### src/rtl/rr_ring_arbiter.sv
// Round-robin arbiter with a one-hot rotating priority pointer and grants held for a full tenure.
// Optional tenure limit: define RR_ARB_TIMEOUT_EN to revoke grants held for MAX_TENURE cycles.
module rr_ring_arbiter #(
    parameter int N          = 3,
    parameter int MAX_TENURE = 16
) (
    input  logic                 clk,
    input  logic                 rst_n,
    input  logic [N-1:0]         req,
    output logic [N-1:0]         gnt,
    output logic                 gnt_valid,
    output logic [$clog2(N)-1:0] gnt_id,
    output logic [N-1:0]         ptr,
    output logic                 timeout
);

    localparam int          ID_W    = $clog2(N);
    localparam logic [N-1:0] PTR_RST = {{(N-1){1'b0}}, 1'b1};

    typedef enum logic {
        IDLE = 1'b0,
        BUSY = 1'b1
    } state_t;

    // Handshake: req is a level held by the owner for its whole tenure; gnt
    // (registered, one-hot) stays high until the owner's req is seen low.
    state_t          state_q, state_d;
    logic [N-1:0]    gnt_q, gnt_d;
    logic [N-1:0]    ptr_q, ptr_d;
    logic [ID_W-1:0] gnt_id_q, gnt_id_d;

    logic [N-1:0]    upper_req;
    logic [N-1:0]    pick_src;
    logic [N-1:0]    gnt_new;
    logic [ID_W-1:0] id_new;
    logic            revoke;

    // Requests at or above the pointer win first; otherwise wrap to the lowest set bit.
    always_comb begin
        upper_req = req & ~(ptr_q - PTR_RST);
        pick_src  = (|upper_req) ? upper_req : req;
        gnt_new   = pick_src & (~pick_src + PTR_RST);
        id_new    = '0;
        for (int i = 0; i < N; i++) begin
            if (gnt_new[i]) begin
                id_new = ID_W'(i);
            end
        end
    end

`ifdef RR_ARB_TIMEOUT_EN
    localparam int CNT_W = $clog2(MAX_TENURE + 1);

    logic [CNT_W-1:0] cnt_q, cnt_d;
    logic             timeout_q, timeout_d;

    assign revoke = (state_q == BUSY) && (|(req & gnt_q)) &&
                    (cnt_q == CNT_W'(MAX_TENURE - 1));

    // Counter sits at zero in IDLE so every tenure starts counting from zero.
    always_comb begin
        cnt_d     = cnt_q;
        timeout_d = revoke;
        if (state_q == IDLE) begin
            cnt_d = '0;
        end else if (!revoke) begin
            cnt_d = cnt_q + CNT_W'(1);
        end
    end

    always_ff @(posedge clk or negedge rst_n) begin
        if (!rst_n) begin
            cnt_q     <= '0;
            timeout_q <= 1'b0;
        end else begin
            cnt_q     <= cnt_d;
            timeout_q <= timeout_d;
        end
    end

    assign timeout = timeout_q;
`else
    assign revoke  = 1'b0;
    assign timeout = 1'b0;
`endif

    always_comb begin
        state_d  = state_q;
        gnt_d    = gnt_q;
        ptr_d    = ptr_q;
        gnt_id_d = gnt_id_q;
        case (state_q)
            IDLE: begin
                if (|req) begin
                    gnt_d    = gnt_new;
                    gnt_id_d = id_new;
                    ptr_d    = {gnt_new[N-2:0], gnt_new[N-1]};
                    state_d  = BUSY;
                end
            end
            BUSY: begin
                if (!(|(req & gnt_q)) || revoke) begin
                    gnt_d    = '0;
                    gnt_id_d = '0;
                    state_d  = IDLE;
                end
            end
            default: begin
                gnt_d    = '0;
                gnt_id_d = '0;
                state_d  = IDLE;
            end
        endcase
    end

    always_ff @(posedge clk or negedge rst_n) begin
        if (!rst_n) begin
            state_q  <= IDLE;
            gnt_q    <= '0;
            ptr_q    <= PTR_RST;
            gnt_id_q <= '0;
        end else begin
            state_q  <= state_d;
            gnt_q    <= gnt_d;
            ptr_q    <= ptr_d;
            gnt_id_q <= gnt_id_d;
        end
    end

    assign gnt       = gnt_q;
    assign gnt_valid = |gnt_q;
    assign gnt_id    = gnt_id_q;
    assign ptr       = ptr_q;

`ifndef SYNTHESIS
    always @(posedge clk) begin
        if (rst_n) begin
            a_gnt_onehot0: assert ($onehot0(gnt_q));
            a_ptr_onehot:  assert ($onehot(ptr_q));
        end
    end

    if (N < 2 || MAX_TENURE < 1) begin : g_bad_params
        $error("rr_ring_arbiter: N must be >= 2 and MAX_TENURE >= 1");
    end
`endif

endmodule

### config.mk
export PLATFORM = sky130hd
export DESIGN_NAME = rr_ring_arbiter
export DESIGN_NICKNAME = d
export VERILOG_FILES = /design/src/rtl/rr_ring_arbiter.sv
export SDC_FILE = /design/constraint.sdc
export NUM_CORES = 1
export LEC_CHECK = 0
export CORE_AREA = 3 3 40 42
export DETAILED_ROUTE_END_ITERATION = 12
export DIE_AREA = 0 0 43 45
export DONT_BUFFER_PORTS = 1
export GPL_ROUTABILITY_DRIVEN = 0
export PLACE_DENSITY_LB_ADDON = 0.2
export SLEW_MARGIN = 20
export SYNTH_ARGS = -nofsm -noshare
export SYNTH_HDL_FRONTEND = slang
export SYNTH_SLANG_ARGS = --single-unit
### constraint.sdc
create_clock -name clk -period 2.25 [get_ports clk]
set_clock_uncertainty 0.2 [all_clocks]
set_input_delay 0.5625 -clock clk [delete_from_list [all_inputs] [get_ports clk]]
set_output_delay 0.5625 -clock clk [all_outputs]
set_load 0.05 [all_outputs]
Yosys cells after proc, flatten, opt, wreduce, memory -nomap -nowiden. Index checks and enable logic that the tools add are counted.

Output and inout port bits: 10. Bits in registers: 9. Input port bits: 5. Word-level logic and storage cells: 32.

Equality and inequality tests: 2. Bitwise logic cells: 6. Add/sub/neg operators: 2. Mux-type cells: 12. Reduce and logical (&&, ||, !) cells: 6.

Operator list (count): OR reduction 3 bit (4); AND 3 bit (3); two-way mux 3 bit (3); two-way mux 2 bit (3); NOT 3 bit (2); one-hot mux 3 bit (2 select lines) (1); inequality test 2 bit (second input constant) (2); one-hot mux 2 bit (2 select lines) (1); AND reduction 2 bit (2); adder 3 x 1 -> 3 bit (second input constant) (1); two-way mux 1 bit (3); subtractor 3 x 1 -> 3 bit (second input constant) (1); one-hot mux 1 bit (2 select lines) (1); NOT 1 bit (1).

Depth between registers and ports, before layout.
Word-level depth: 12. Gate-level depth with buffers: 5. Mapped depth without buffers: 5.

Least setup slack after synthesis. No wires, ideal clock.

Kind: register -> output. Start point: reg gnt_q[0] (netlist: gnt[0]). End point: out gnt_valid. Slack: 244 ps. Buffers on the path: 0. Arrival time: 1244 ps. Required time: 1487 ps. Cell stages (with the launch flop): 2. Cells stage by stage: dfrtp_1 -> or3_1.

Longest elaborated chain between the ends: 1.

RTL lines: start: declaration (RTL line 28) `logic [N-1:0] gnt_q, gnt_d;`; start signal: assignment (RTL line 124) `gnt_q <= gnt_d;`; OR reduction 3 bit (RTL line 131) `assign gnt_valid = |gnt_q;`; end: declaration (RTL line 11) `output logic gnt_valid,`.

Every way passes these cells.

Final worst setup path. Ends and elaborated chain as after synthesis.

==> impl_metrics.json <==
{
  "dr_total_vias": 379,
  "critical_path.endpoint": "gnt_valid",
  "cts_inserted_buffers": 3,
  "worst_path_max_fanout": 2,
  "global_route.usage.total_pct": 11.9,
  "ioPinCount": 15,
  "tritoncts_num_sinks": 8,
  "grt_overflow": 0,
  "insertedDiodeCount": 0,
  "first_pass_grt_wire_length_mm": 1.65,
  "cts_tree": "done",
  "wire_per_inst_um": 14.3,
  "grt_setup_unrepaired": "false",
  "worstHoldPathType": "primary input to register",
  "dr.first_iter.drc_count": 11,
  "end_kind": "primary output",
  "fin_crit_sh_pct": 87.3,
  "critical_path_class": "register to primary output",
  "setup_viol": 0,
  "layout-drive-gt1-share_pct": 29.8,
  "worst_skew_pair.late_latency_ns": 0.25,
  "drc": 0,
  "setup.reg_to_reg.worst_slack_ns": 0.46,
  "layout_nets": 64,
  "number_of_buffers_inserted_for_hold_repair_after_clock_tree_synthesis": 1,
  "post_cts.resized_instances": 0,
  "multiInputGateArea_um2": 265,
  "die_area_um2": 1940,
  "ant_nets": 0,
  "portBuffers": 0,
  "achievable-frequency_ghz": 0.509,
  "initial_core_util_pct": 39.2,
  "critical_path.startpoint_type": "register",
  "ys_ff_latch": 8,
  "cts_post_setup_buffers_inserted": 0,
  "post_syn_area_per_cell_um2": 10.3,
  "synthesis.yosys.warnings": 0,
  "seqCellArea_um2": 201,
  "die_width_um": 43,
  "pin_count_of_the_biggest_net_entering_global_routing": 12,
  "worstReg2RegEnd": "ptr[2]$_DFFE_PN0P_",
  "synth_cells": 49,
  "timing.slew.headroom_pct": 62.9,
  "worst_setup_hold_path_clk_slew_ns": 0.05,
  "critPathArrivalTime_ns": 1.20,
  "totalNegativeSetupSlack_ns": 0,
  "clock_tree.root_cell": "sky130_fd_sc_hd__clkbuf_4",
  "firstDrtPassIters": 3,
  "num-fill-cells": 126,
  "synth_largest_area_cell": "sky130_fd_sc_hd__dfrtp_1",
  "syn_nets": 55,
  "min_period_ns": 1.96,
  "maximum_level_of_the_cts_h_tree": 1,
  "netlist_area_before_placement_um2": 504,
  "cp.required_ns": 1.49,
  "outcome": "complete, no violations",
  "hpwl_um": 848,
  "flow.area_growth_from_synthesis_pct": 17.9,
  "number_of_global_route_vias_before_repair": 384,
  "maxCapViolations": 0,
  "clock_path_buffers": 2,
  "drt-total-wl_mm": 1.03,
  "ys_top_cells_by_area": "sky130_fd_sc_hd__dfrtp_1, sky130_fd_sc_hd__dfstp_2, sky130_fd_sc_hd__a21o_1, sky130_fd_sc_hd__buf_4, sky130_fd_sc_hd__a32o_1",
  "overall_die_height_um": 45,
  "number_of_antenna_violations_at_the_first_check_in_global_routing": 0,
  "worst_r2r_path_depth": 5,
  "fp-row-count": 13,
  "synth_cell_types": 30,
  "share_of_the_synthesized_area_in_the_top_cell_type_pct": 34.7,
  "core-area_um2": 1280,
  "sequential_share_of_the_synthesized_area_pct": 40.0,
  "max_slew.worst_pin.slew_ns": 0.557,
  "crit-reg2reg-launch": "ptr[0]$_DFFE_PN1P_",
  "max_transition_viols_final": 0,
  "worst_setup_path_start": "gnt[0]$_DFFE_PN0P_",
  "via_per_inst": 5.26,
  "timing_hold_violations_final": 0
}
worst min path at each step:
stage,startpoint,to,slack (ns),depth (start not counted)
floorplan,rst_n,gnt[0]$_DFFE_PN0P_,0.07,0
detailed placement,rst_n,gnt[2]$_DFFE_PN0P_,0.07,0
CTS,req[0],state_q$_DFF_PN0_,0.25,1
global route,req[0],state_q$_DFF_PN0_,0.26,1
finish,req[0],state_q$_DFF_PN0_,0.26,1
global placement,rst_n,gnt[0]$_DFFE_PN0P_,0.07,0
cells in the mapped netlist:
cell type,instances
sky130_fd_sc_hd__nand3b_1,1
sky130_fd_sc_hd__nor3_2,1
sky130_fd_sc_hd__or2_4,1
sky130_fd_sc_hd__o21ai_1,2
sky130_fd_sc_hd__dfstp_2,1
sky130_fd_sc_hd__buf_4,3
sky130_fd_sc_hd__a22oi_2,1
sky130_fd_sc_hd__a21o_1,3
sky130_fd_sc_hd__nand2_1,3
sky130_fd_sc_hd__a21boi_1,1
sky130_fd_sc_hd__xor2_2,1
sky130_fd_sc_hd__ha_1,1
sky130_fd_sc_hd__inv_1,4
sky130_fd_sc_hd__a2bb2oi_1,1
sky130_fd_sc_hd__o22a_1,1
sky130_fd_sc_hd__dfrtp_1,7
sky130_fd_sc_hd__nand2b_1,2
sky130_fd_sc_hd__and2b_2,1
sky130_fd_sc_hd__nor3_1,1
sky130_fd_sc_hd__or3_1,1
sky130_fd_sc_hd__o221a_2,1
sky130_fd_sc_hd__a22oi_1,1
sky130_fd_sc_hd__nor2b_1,2
sky130_fd_sc_hd__a2bb2oi_2,1
sky130_fd_sc_hd__a32o_1,2
sky130_fd_sc_hd__o21ai_0,1
sky130_fd_sc_hd__o211ai_1,1
sky130_fd_sc_hd__a21oi_1,1
sky130_fd_sc_hd__conb_1,1
sky130_fd_sc_hd__o2bb2ai_1,1
area by class of cell:
| cell class | count | share of cell area [%] |
|---|---|---|
| Clock buffer | 4 | 4.42 |
| Inverter | 4 | 2.53 |
| Multi-Input combinational cell | 34 | 44.6 |
| Sequential cell | 8 | 33.9 |
| Tap cell | 15 | 3.16 |
| Timing Repair Buffer | 7 | 11.4 |
cell usage in the layout (no fill, tap or decap), types with 2 or more instances in the layout:
cell type,synthesis,layout
sky130_fd_sc_hd__dfrtp_1,7,7
sky130_fd_sc_hd__nor2b_1,2,2
sky130_fd_sc_hd__buf_4,3,5
sky130_fd_sc_hd__a21o_1,3,3
sky130_fd_sc_hd__nand2b_1,2,2
sky130_fd_sc_hd__nand2_1,3,3
sky130_fd_sc_hd__o21ai_1,2,2
sky130_fd_sc_hd__inv_1,4,4
sky130_fd_sc_hd__clkbuf_4,0,3
sky130_fd_sc_hd__a32o_1,2,2
critical path: stages (launching register included):
cell and delay, ns:
sky130_fd_sc_hd__dfrtp_1 0.37, sky130_fd_sc_hd__or3_1 0.42, sky130_fd_sc_hd__buf_12 0.17
stage by stage:
stage                     instances  utilization, %  hold WS, ns  setup slack, ns  area (um2)
after floorplan                  49               -       0.0669            0.244         504
after global placement           67            43.4       0.0671            0.488         558
after detailed placement         67            43.4       0.0671            0.464         558
after CTS                        72            46.3        0.251            0.268         594
after global routing             72            46.3        0.263            0.265         594
final                            72            46.3        0.265            0.287         594
state kept, by name, summed over array words and instances, names as in the netlist:
register and count:
ptr 3, gnt 3, gnt_id 1, state_q 1
per-layer routing:
layer | vias up | global-route usage (%) | wire [um]
met5 | - | 0 | 0
met4 | 0 | 10.8 | 15
met3 | 2 | 3.98 | 60
met2 | 9 | 18.6 | 513
met1 | 177 | 12.8 | 441
li1 | 191 | - | -
cell families (layout without fill, tap and decap cells):
family / Yosys count / in the layout / synth area share, %
xor gates and xnor gates: 1 / 1 / 3.23
AOI/OAI and AO/OA: 18 / 18 / 29.8
and+or+nand+nor: 13 / 13 / 16.4
buffers and inverters: 7 / 15 / 7.44
adders and majority gates: 1 / 1 / 2.48
other: 1 / 1 / 0.744
DFF: 8 / 8 / 40.0
Power is not shown: default switching activity piles up to over one toggle a cycle in this logic, so the estimate is an artifact.
==> RTL edit (same flow settings) <==
Build with the macro `RR_ARB_TIMEOUT_EN` defined.
--- a/src/rtl/rr_ring_arbiter.sv
+++ b/src/rtl/rr_ring_arbiter.sv
@@ -1,5 +1,7 @@
 // Round-robin arbiter with a one-hot rotating priority pointer and grants held for a full tenure.
 // Optional tenure limit: define RR_ARB_TIMEOUT_EN to revoke grants held for MAX_TENURE cycles.
+`define RR_ARB_TIMEOUT_EN
+
 module rr_ring_arbiter #(
     parameter int N          = 3,
     parameter int MAX_TENURE = 16
Formal check against the unedited RTL: same outputs for any inputs over 10 cycles, from zero or initial values and one cycle with rst_n low; that may be too few to reach the edited logic, so the function may still have changed.
==> RTL edit against the original RTL <==
Routed wire length up 35%; critical path type unchanged; hold slack gained 0.030 ns; final area up 40%; via count rose by 42%; largest cell class is now flip-flops and latches; critical endpoint unchanged; sequential cell count up 6; worst setup slack got worse by 0.074 ns; synthesized area rose by 40%; non-clock buffer count increased by 2.
==> RTL edit: results (changes against the original RTL) <==
Status
The run finished with clean final reports.

Synth
The post-synthesis net count is 78 (+42%). The mux contribution to synthesized area is 1.421% (+1.4 points). The gate count after technology mapping is 70 (+43%). Counting instances in the post-synthesis netlist gives the leading cell types as dfrtp_1, nand2_1, inv_1.

By area the synthesized netlist is led by dfrtp_1, nand2_1, ha_1. The sequential-to-total area share from yosys stat was 49.91% (+10 points).

Timing
The fmax is 490.9 MHz (-3.6%). The tightest hold margin was 0.2949 ns (+0.02996 ns).

Routing
The post-route met1 wirelength is 647 microns (+47%). The top routing layer in use is met3. The routed length on met3 was 120 microns (+100%). The DRC marker count from the first detailed-route iteration was 28 (+17). The wire length per cell after detailed routing came to 14.49 microns (+1.2%).

The detailed-route wire length came to 1.391 mm (+35%).

Critical path
The setup slack of the worst register-to-register path is 0.26 ns (-0.20 ns). The arrival time at the worst endpoint was 1.27 ns (+0.07 ns). The reg-to-reg critical path endpoint is gnt[0]. The largest fanout on the critical path is 3 (+1).

Layout
The share of post-route cells with drive strength above 1 is 17.28% (-13 points). The number of nets in the layout is 90 (+41%).

GRT
The global-route met1 utilization came to 23.21% (+10 points). The number of global-route vias before repair is 540 (+41%). The global-route wire length before repair was 2.415 mm (+46%). The largest net degree at the start of global routing is 15 (+3).

The met3 usage came to 6.375% (+2.4 points).

Clock tree
The post-CTS clock slew at the launch and capture registers of the worst setup and hold paths came to 0.09 ns (+0.04 ns).

Placement
The post-detailed-placement half-perimeter wirelength is 1.077 mm (+27%).
[RTL edit: cell count changes after synthesis, sizes merged, moves of 2 or more]
cell,delta
a22oi,-2
buf,-2
nor3,-2
nand2,+9
xnor2,+2
inv,+3
a2bb2oi,-2
ha,+2
and2,+3
a32o,-2
dfrtp,+6
[RTL edit: layout make-up]
type                    instances  area share (%)
flip-flops and latches         14           42.32
multi-input cells              47           37.95
repair buffers                  9           9.940
clock buffers                   4           4.367
inverters                       7           3.163
well taps                      15           2.259
[RTL edit: worst max-delay path, delay by kind of cell, from the launching register on]
family,cells,cell delay [ns]
buf+inv,1,0.17
flops,1,0.41
simple gates,1,0.42
[RTL edit: logic make-up after synthesis]
group,count (synthesis)
buffers and inverters,9
and+or+nand+nor,25
DFF,14
adders and majority gates,3
muxes,1
AOI/OAI and AO/OA,14
xor gates and xnor gates,4
[RTL edit: what timing repair did]
item	in CTS	in global routing
gates resized for setup	0	1
hold buffers	1	0
endpoints found under the hold margin	14	0
setup endpoints to repair	0	4
